### src/rtl/alarm_ctrl.sv
// alarm_ctrl: alarm ring/snooze/stop sequencer; define ALARM_CTRL_BEEP_EN for a 1 s on/off buzzer
module alarm_ctrl #(
  parameter int RING_SECS   = 60,
  parameter int SNOOZE_SECS = 9,
  parameter int MAX_SNOOZE  = 3
) (
  input  logic                              clk,
  input  logic                              reset,
  input  logic                              sec_tick,
  input  logic                              match,
  input  logic                              alarm_on,
  input  logic                              snooze,
  input  logic                              stop,
  output logic                              ring,
  output logic                              snoozing,
  output logic [1:0]                        state,
  output logic [$clog2(MAX_SNOOZE+1)-1:0]   snooze_cnt
);
  localparam int SW = $clog2(MAX_SNOOZE + 1);
  localparam int CW = $clog2((RING_SECS > SNOOZE_SECS ? RING_SECS : SNOOZE_SECS) + 1);
  localparam logic [SW-1:0] MAX_S    = SW'(MAX_SNOOZE);
  localparam logic [CW-1:0] RING_END = CW'(RING_SECS - 1);
  localparam logic [CW-1:0] SNZ_END  = CW'(SNOOZE_SECS - 1);
  typedef enum logic [1:0] {IDLE = 2'd0, RINGING = 2'd1, SNOOZE = 2'd2} state_e;
  state_e state_q, state_d;
  logic [CW-1:0] sec_q, sec_d;
  logic [SW-1:0] cnt_q, cnt_d;
  logic match_q, ring_q, snoozing_q, ring_d, trig;
  assign trig = match & ~match_q;
  always_comb begin
    state_d = state_q;
    sec_d   = sec_q;
    cnt_d   = cnt_q;
    case (state_q)
      RINGING:
        if (stop) state_d = IDLE;
        else if (snooze && cnt_q < MAX_S) begin
          state_d = SNOOZE;
          cnt_d   = cnt_q + 1'b1;
          sec_d   = '0;
        end else if (sec_tick) begin
          sec_d = sec_q + 1'b1;
          if (sec_q == RING_END) state_d = IDLE;
        end
      SNOOZE:
        if (stop) state_d = IDLE;
        else if (sec_tick) begin
          sec_d = sec_q + 1'b1;
          if (sec_q == SNZ_END) begin
            state_d = RINGING;
            sec_d   = '0;
          end
        end
      default: begin
        state_d = trig ? RINGING : IDLE;
        cnt_d   = '0;
        sec_d   = '0;
      end
    endcase
    if (!alarm_on) state_d = IDLE;
    if (state_d == IDLE) begin
      sec_d = '0;
      cnt_d = '0;
    end
  end
`ifdef ALARM_CTRL_BEEP_EN
  logic beep_q, beep_d;
  // phase restarts "on" at every entry to RINGING, flips per second while staying
  assign beep_d = (state_q != RINGING) | (beep_q ^ sec_tick);
  assign ring_d = (state_d == RINGING) & beep_d;
  always_ff @(posedge clk)
    if (reset) beep_q <= 1'b0;
    else beep_q <= beep_d;
`else
  assign ring_d = state_d == RINGING;
`endif
  always_ff @(posedge clk)
    if (reset) begin
      state_q    <= IDLE;
      sec_q      <= '0;
      cnt_q      <= '0;
      match_q    <= 1'b1;
      ring_q     <= 1'b0;
      snoozing_q <= 1'b0;
    end else begin
      state_q    <= state_d;
      sec_q      <= sec_d;
      cnt_q      <= cnt_d;
      match_q    <= match;
      ring_q     <= ring_d;
      snoozing_q <= state_d == SNOOZE;
    end
  assign ring       = ring_q;
  assign snoozing   = snoozing_q;
  assign state      = state_q;
  assign snooze_cnt = cnt_q;
endmodule
### config.mk
export PLATFORM = sky130hd
export DESIGN_NAME = alarm_ctrl
export DESIGN_NICKNAME = d
export VERILOG_FILES = /design/src/rtl/alarm_ctrl.sv
export SDC_FILE = /design/constraint.sdc
export NUM_CORES = 1
export LEC_CHECK = 0
export ABC_AREA = 1
export CAP_MARGIN = 20
export CELL_PAD_IN_SITES_DETAIL_PLACEMENT = 0
export CELL_PAD_IN_SITES_GLOBAL_PLACEMENT = 1
export CORE_MARGIN = 2
export CORE_UTILIZATION = 39
export CTS_CLUSTER_DIAMETER = 40
export DETAILED_ROUTE_END_ITERATION = 16
export PLACE_DENSITY = 0.79
export SYNTH_ARGS = -nofsm -noshare
export SYNTH_HDL_FRONTEND = slang
export SYNTH_SLANG_ARGS = --single-unit
### constraint.sdc
create_clock -name clk -period 2.9 [get_ports clk]
set_input_delay 0.29 -clock clk [delete_from_list [all_inputs] [get_ports clk]]
set_output_delay 0.29 -clock clk [all_outputs]
set_load 0.03 [all_outputs]
Yosys cells after proc, flatten, opt, wreduce, memory -nomap -nowiden
Cells that the tools add are included.
{"block": "word_totals", "in_bits": 7, "reg_bits": 13, "word_cells": 48, "n_memories": 0, "latch_bits": 0, "mem_bits_ro": 0, "mem_bits_rw": 0, "output_inout_bits": 6}
{"block": "classes", "multipliers": 0, "n_addsub": 2, "n_div": 0, "n_eq_ne": 11, "muxes": 20, "n_shift": 0, "n_bitwise": 3, "n_reduce_logical": 5, "n_lt_le_gt_ge": 1}
{"cell": "$mux W6", "n": 6}
{"cell": "$mux W2", "n": 10}
{"cell": "$pmux W6 S2", "n": 1}
{"cell": "$ne A2 B2 Y1 const B", "n": 4}
{"cell": "$pmux W2 S2", "n": 2}
{"cell": "$add A6 B1 Y6 const B", "n": 1}
{"cell": "$eq A6 B4 Y1 const B", "n": 1}
{"cell": "$eq A6 B6 Y1 const B", "n": 1}
{"cell": "$eq A2 B1 Y1 const B", "n": 2}
{"cell": "$eq A2 B2 Y1 const B", "n": 2}
{"cell": "$reduce_and A4 Y1", "n": 1}
{"cell": "$ne A3 B3 Y1 const B", "n": 1}
{"cell": "$reduce_and A3 Y1", "n": 1}
{"cell": "$add A2 B1 Y2 const B", "n": 1}
{"cell": "$logic_not A2 Y1", "n": 1}
{"cell": "$lt A2 B2 Y1 const B", "n": 1}
{"cell": "$not A1 Y1", "n": 2}
{"cell": "$reduce_or A2 Y1", "n": 1}
{"cell": "$and A1 B1 Y1", "n": 1}
{"cell": "$logic_and A1 B1 Y1", "n": 1}
{"cell": "$mux W1", "n": 1}

Depth between registers and ports, before layout
{"block": "depth", "ltp_word": 9, "ltp_mapped": 12}

Least setup slack after synthesis
OpenSTA, ideal clock, no wires.
{"block": "synth_path", "path_kind": "register -> register", "startpoint": "register state_q[0] (netlist: state[0])", "endpoint": "register sec_q[0]", "period_less_slack_ns": 1.605, "arrival_ns": 1.535, "path_stages_with_launch": 10, "path_buffers": 0, "path_slack_ns": 1.295, "cell_sequence": "dfxtp_1 > inv_1 > ha_1 > o21ai_1 > o21ai_4 > nor2_2 > nand2_1 > nand2_1 > inv_1 > a21oi_1"}
{"block": "synth_via", "elab_chain_cells": 8}
{"item": "from (decl)", "line_no": "25", "rtl": "state_e state_q, state_d;"}
{"item": "from (signal assigned)", "line_no": "86", "rtl": "state_q <= state_d;"}
{"item": "$mux W2", "line_no": "43", "rtl": "if (sec_q == RING_END) state_d = IDLE;"}
{"item": "$mux W2", "line_no": "41", "rtl": "end else if (sec_tick) begin"}
{"item": "$mux W2", "line_no": "37", "rtl": "else if (snooze && cnt_q < MAX_S) begin"}
{"item": "$mux W2", "line_no": "36", "rtl": "if (stop) state_d = IDLE;"}
{"item": "$pmux W2 S2", "line_no": "34", "rtl": "case (state_q)"}
{"item": "$mux W2", "line_no": "60", "rtl": "if (!alarm_on) state_d = IDLE;"}
{"item": "$logic_not A2 Y1", "line_no": "61", "rtl": "if (state_d == IDLE) begin"}
{"item": "$reduce_or A2 Y1 (no line)"}
{"item": "to (signal assigned)", "line_no": "80", "rtl": "sec_q <= '0;"}
{"item": "to (signal assigned)", "line_no": "87", "rtl": "sec_q <= sec_d;"}
{"item": "to (decl)", "line_no": "26", "rtl": "logic [CW-1:0] sec_q, sec_d;"}
Several ways; a longest one is shown, not always the timed one.
A chain may end at the register's enable or synchronous reset.

Worst setup path after layout
{"block": "layout_path", "startpoint": "register state_q[1] (netlist: state[1])", "endpoint": "output state[1]"}
{"item": "to (decl)", "line_no": "16", "rtl": "output logic [1:0] state,"}
No word-level cell between the ends.

==> impl_metrics.env <==
export IMPL_status="completed"
export IMPL_fmax_mhz=601
export IMPL_reg2reg_depth=10
export IMPL_setup_viol=0
export IMPL_worstPathRequired_ns=2.61
export IMPL_post_route_min_period_ns=1.67
export IMPL_yosys_area_top_type="dfxtp_1"
export IMPL_syn_avg_cell_area_um2=6.74
export IMPL_grt_max_degree=11
export IMPL_numCtsBuffers=3
export IMPL_holdCritPathClass="in2reg"
export IMPL_path_buf_inv=1
export IMPL_dpl_cell_count=160
export IMPL_rsz0062_at_grt="no"
export IMPL_end_kind="output port"
export IMPL_ant_nets=0
export IMPL_synthTopCellsByArea="dfxtp_1 32%, nand2_1 15%, inv_1 9.7%, ha_1 7.7%, a21oi_1 6.7%"
export IMPL_worst_pin_slew_ns=0.309
export IMPL_core_area_um2=1960
export IMPL_regArea_um2=260
export IMPL_cts_sinks=13
export IMPL_h_tree_depth=1
export IMPL_ys_seq_elements=13
export IMPL_p_per_area_nw_per_um2=321
export IMPL_synth_async_reset_ratio_pct=0
export IMPL_n_fill_cell=220
export IMPL_ctsResizeCount=0
export IMPL_rrSetupSlack_ns=1.28
export IMPL_routed_wirelength_um=1790
export IMPL_nets=150
export IMPL_final_min_period_over_clock_period_pct=57.4
export IMPL_hold_viol_final=0
export IMPL_yosys_top_cells_count="33 x nand2_1, 21 x inv_1, 13 x dfxtp_1"
export IMPL_multi_input_area_um2=462
export IMPL_crit_arrival_ns=1.38
export IMPL_syn_area_um2=816
export IMPL_pin_count=13
export IMPL_num_antenna_cells=0
export IMPL_cts_buffer_depth=2
export IMPL_cpPeakStageDelay_ns=0.70
export IMPL_criticalPathCategory="reg2out"
export IMPL_p_leak_nw=0.435
export IMPL_r2r_start="state[1]"
export IMPL_final_cells=164
export IMPL_worst_hold_path_endpoint="match_q"
export IMPL_slew_headroom_pct=79.3
export IMPL_crit_start="state[1]"
export IMPL_viasPerCell=4.62
export IMPL_die_w_um=49.7
export IMPL_synth_warnings=0
export IMPL_cts_tree="done"
export IMPL_syn_num_nets=133
export IMPL_path_cells="clkdlybuf4s50_1"
export IMPL_cts_setup_buffers=0
export IMPL_wire_per_inst_um=10.9
export IMPL_synth_top_area_share_pct=31.9
export IMPL_antenna_found_initial=0
export IMPL_dieArea_um2=2470
export IMPL_crit_family="buffers and inverters"
export IMPL_die_y_um=49.7
export IMPL_startpoint_type="flop"
export IMPL_worst_slack_ns=1.23
export IMPL_routabilityCongestion=0.823
export IMPL_area_growth_pct=22.1
export IMPL_drive_gt1_share_pct=12.4
export IMPL_dp_hpwl_um=1360
export IMPL_clkLatencyLatePin_ns=0.28
export IMPL_crit_fanout=4
export IMPL_fin_skew_ns=0.00951
export IMPL_hold_buffers=0
export IMPL_drv_cap=0
export IMPL_yosysUniqueCellTypes=22
export IMPL_fin_setup_tns_ns=0
export IMPL_grtUsageTotal_pct=16.7
export IMPL_initial_core_util_pct=41.6
export IMPL_root_buffer="clkbuf_4"
export IMPL_firstDrtPassIters=4
export IMPL_clk_pin_slew_ns=0.08
export IMPL_port_buffers=12
export IMPL_slew_violations=0
export IMPL_yosysMostFrequentCell="nand2_1"
export IMPL_via_count=757
export IMPL_ys_seq_area_share_pct=31.9
export IMPL_whs_path_depth=3
export IMPL_peakVddDrop_mv=0.216
export IMPL_grt_pass1_wl_um=3090
export IMPL_synthCells=121
export IMPL_drt_iter0_markers=11
export IMPL_drc_errors=0
export IMPL_rows=16
export IMPL_synth_edf_count=0
export IMPL_crit_slowest_cell="clkdlybuf4s50_1"
export IMPL_worstHoldStart="match"
export IMPL_grt_pass1_vias=709
export IMPL_reg2reg_to="snooze_cnt[0]"
export IMPL_dpl_worst_slack_ns=1.07
export IMPL_whs_ns=0.553
export IMPL_ys_flop_type="dfxtp_1"
export IMPL_grt_overflow=0
## worst max path at each step
stage / to / slack, ns / cells past startpoint
after CTS: state[1] / 1.22 / 1
final: state[1] / 1.23 / 1
after global placement: snooze_cnt[1] / 1.10 / 10
after detailed placement: snooze_cnt[0] / 1.07 / 10
after floorplan: sec_q[0] / 1.30 / 9
after global routing: sec_q[5] / 1.12 / 9
## area by class of cell
type	instances	share of cell area [%]
timing repair buffer	12	12.1
clock buffer	4	2.64
multi-input combinational	83	46.4
inverter	25	9.42
tap	27	3.39
sequential	13	26.1
## registers in the layout, summed over array words and instances (netlist names)
| signal | cells |
|---|---|
| match_q | 1 |
| snoozing | 1 |
| state | 2 |
| sec_q | 6 |
| ring | 1 |
| snooze_cnt | 2 |
## kinds of logic after synthesis
| family | synth area share [%] |
|---|---|
| compound gates | 13.3 |
| xor+xnor | 2.15 |
| fa+ha+maj | 7.67 |
| buf+inv | 11.5 |
| flops | 31.9 |
| simple gates | 33.4 |
## cells in the final DEF (no fill, tap or decap), types with 2 or more instances in the layout
cell,instances
o21ai_0,5
nand2_1,33
nand3_1,5
nor2_2,3
inv_2,3
ha_1,5
inv_1,21
clkdlybuf4s50_1,12
dfxtp_1,13
nor2_1,7
clkbuf_4,3
nand2_2,3
nand3_2,2
a21oi_1,11
## worst register-to-register path, stage by stage, from the launching register on
cell and delay (ns):
dfxtp_1 0.35, inv_1 0.07, ha_1 0.32, nand2_2 0.12, nand2_4 0.10, nand2_2 0.05, nor2_1 0.09, nand2_1 0.07
nand2_2 0.08, nand3_4 0.14, a21oi_1 0.17
## through the flow
| stage | total power, mW | util (%) | instance area (um2) |
|---|---|---|---|
| 2_1_floorplan | 0.197 | - | 816 |
| 3_3_place_gp | 0.211 | 49.4 | 970 |
| 3_5_place_dp | 0.211 | 49.4 | 970 |
| 6_report | 0.319 | 50.8 | 996 |
| 4_1_cts | 0.324 | 50.8 | 996 |
| 5_1_grt | 0.336 | 50.8 | 996 |
## where the power goes
| group | total [mW] | leakage (nW) | internal (mW) | switching (mW) |
|---|---|---|---|---|
| sequential | 0.180 | 0.105 | 0.180 | 0.000613 |
| combinational | 0.0260 | 0.315 | 0.0123 | 0.0137 |
| clock | 0.113 | 0.0150 | 0.0535 | 0.0595 |
## per-layer routing
metal	routed length, um	track usage (%)
met5	0	0
met2	842	26.7
met4	31	6.94
met3	98	5.76
met1	820	20.5
No activity file was read; power rests on OpenSTA's default activity.
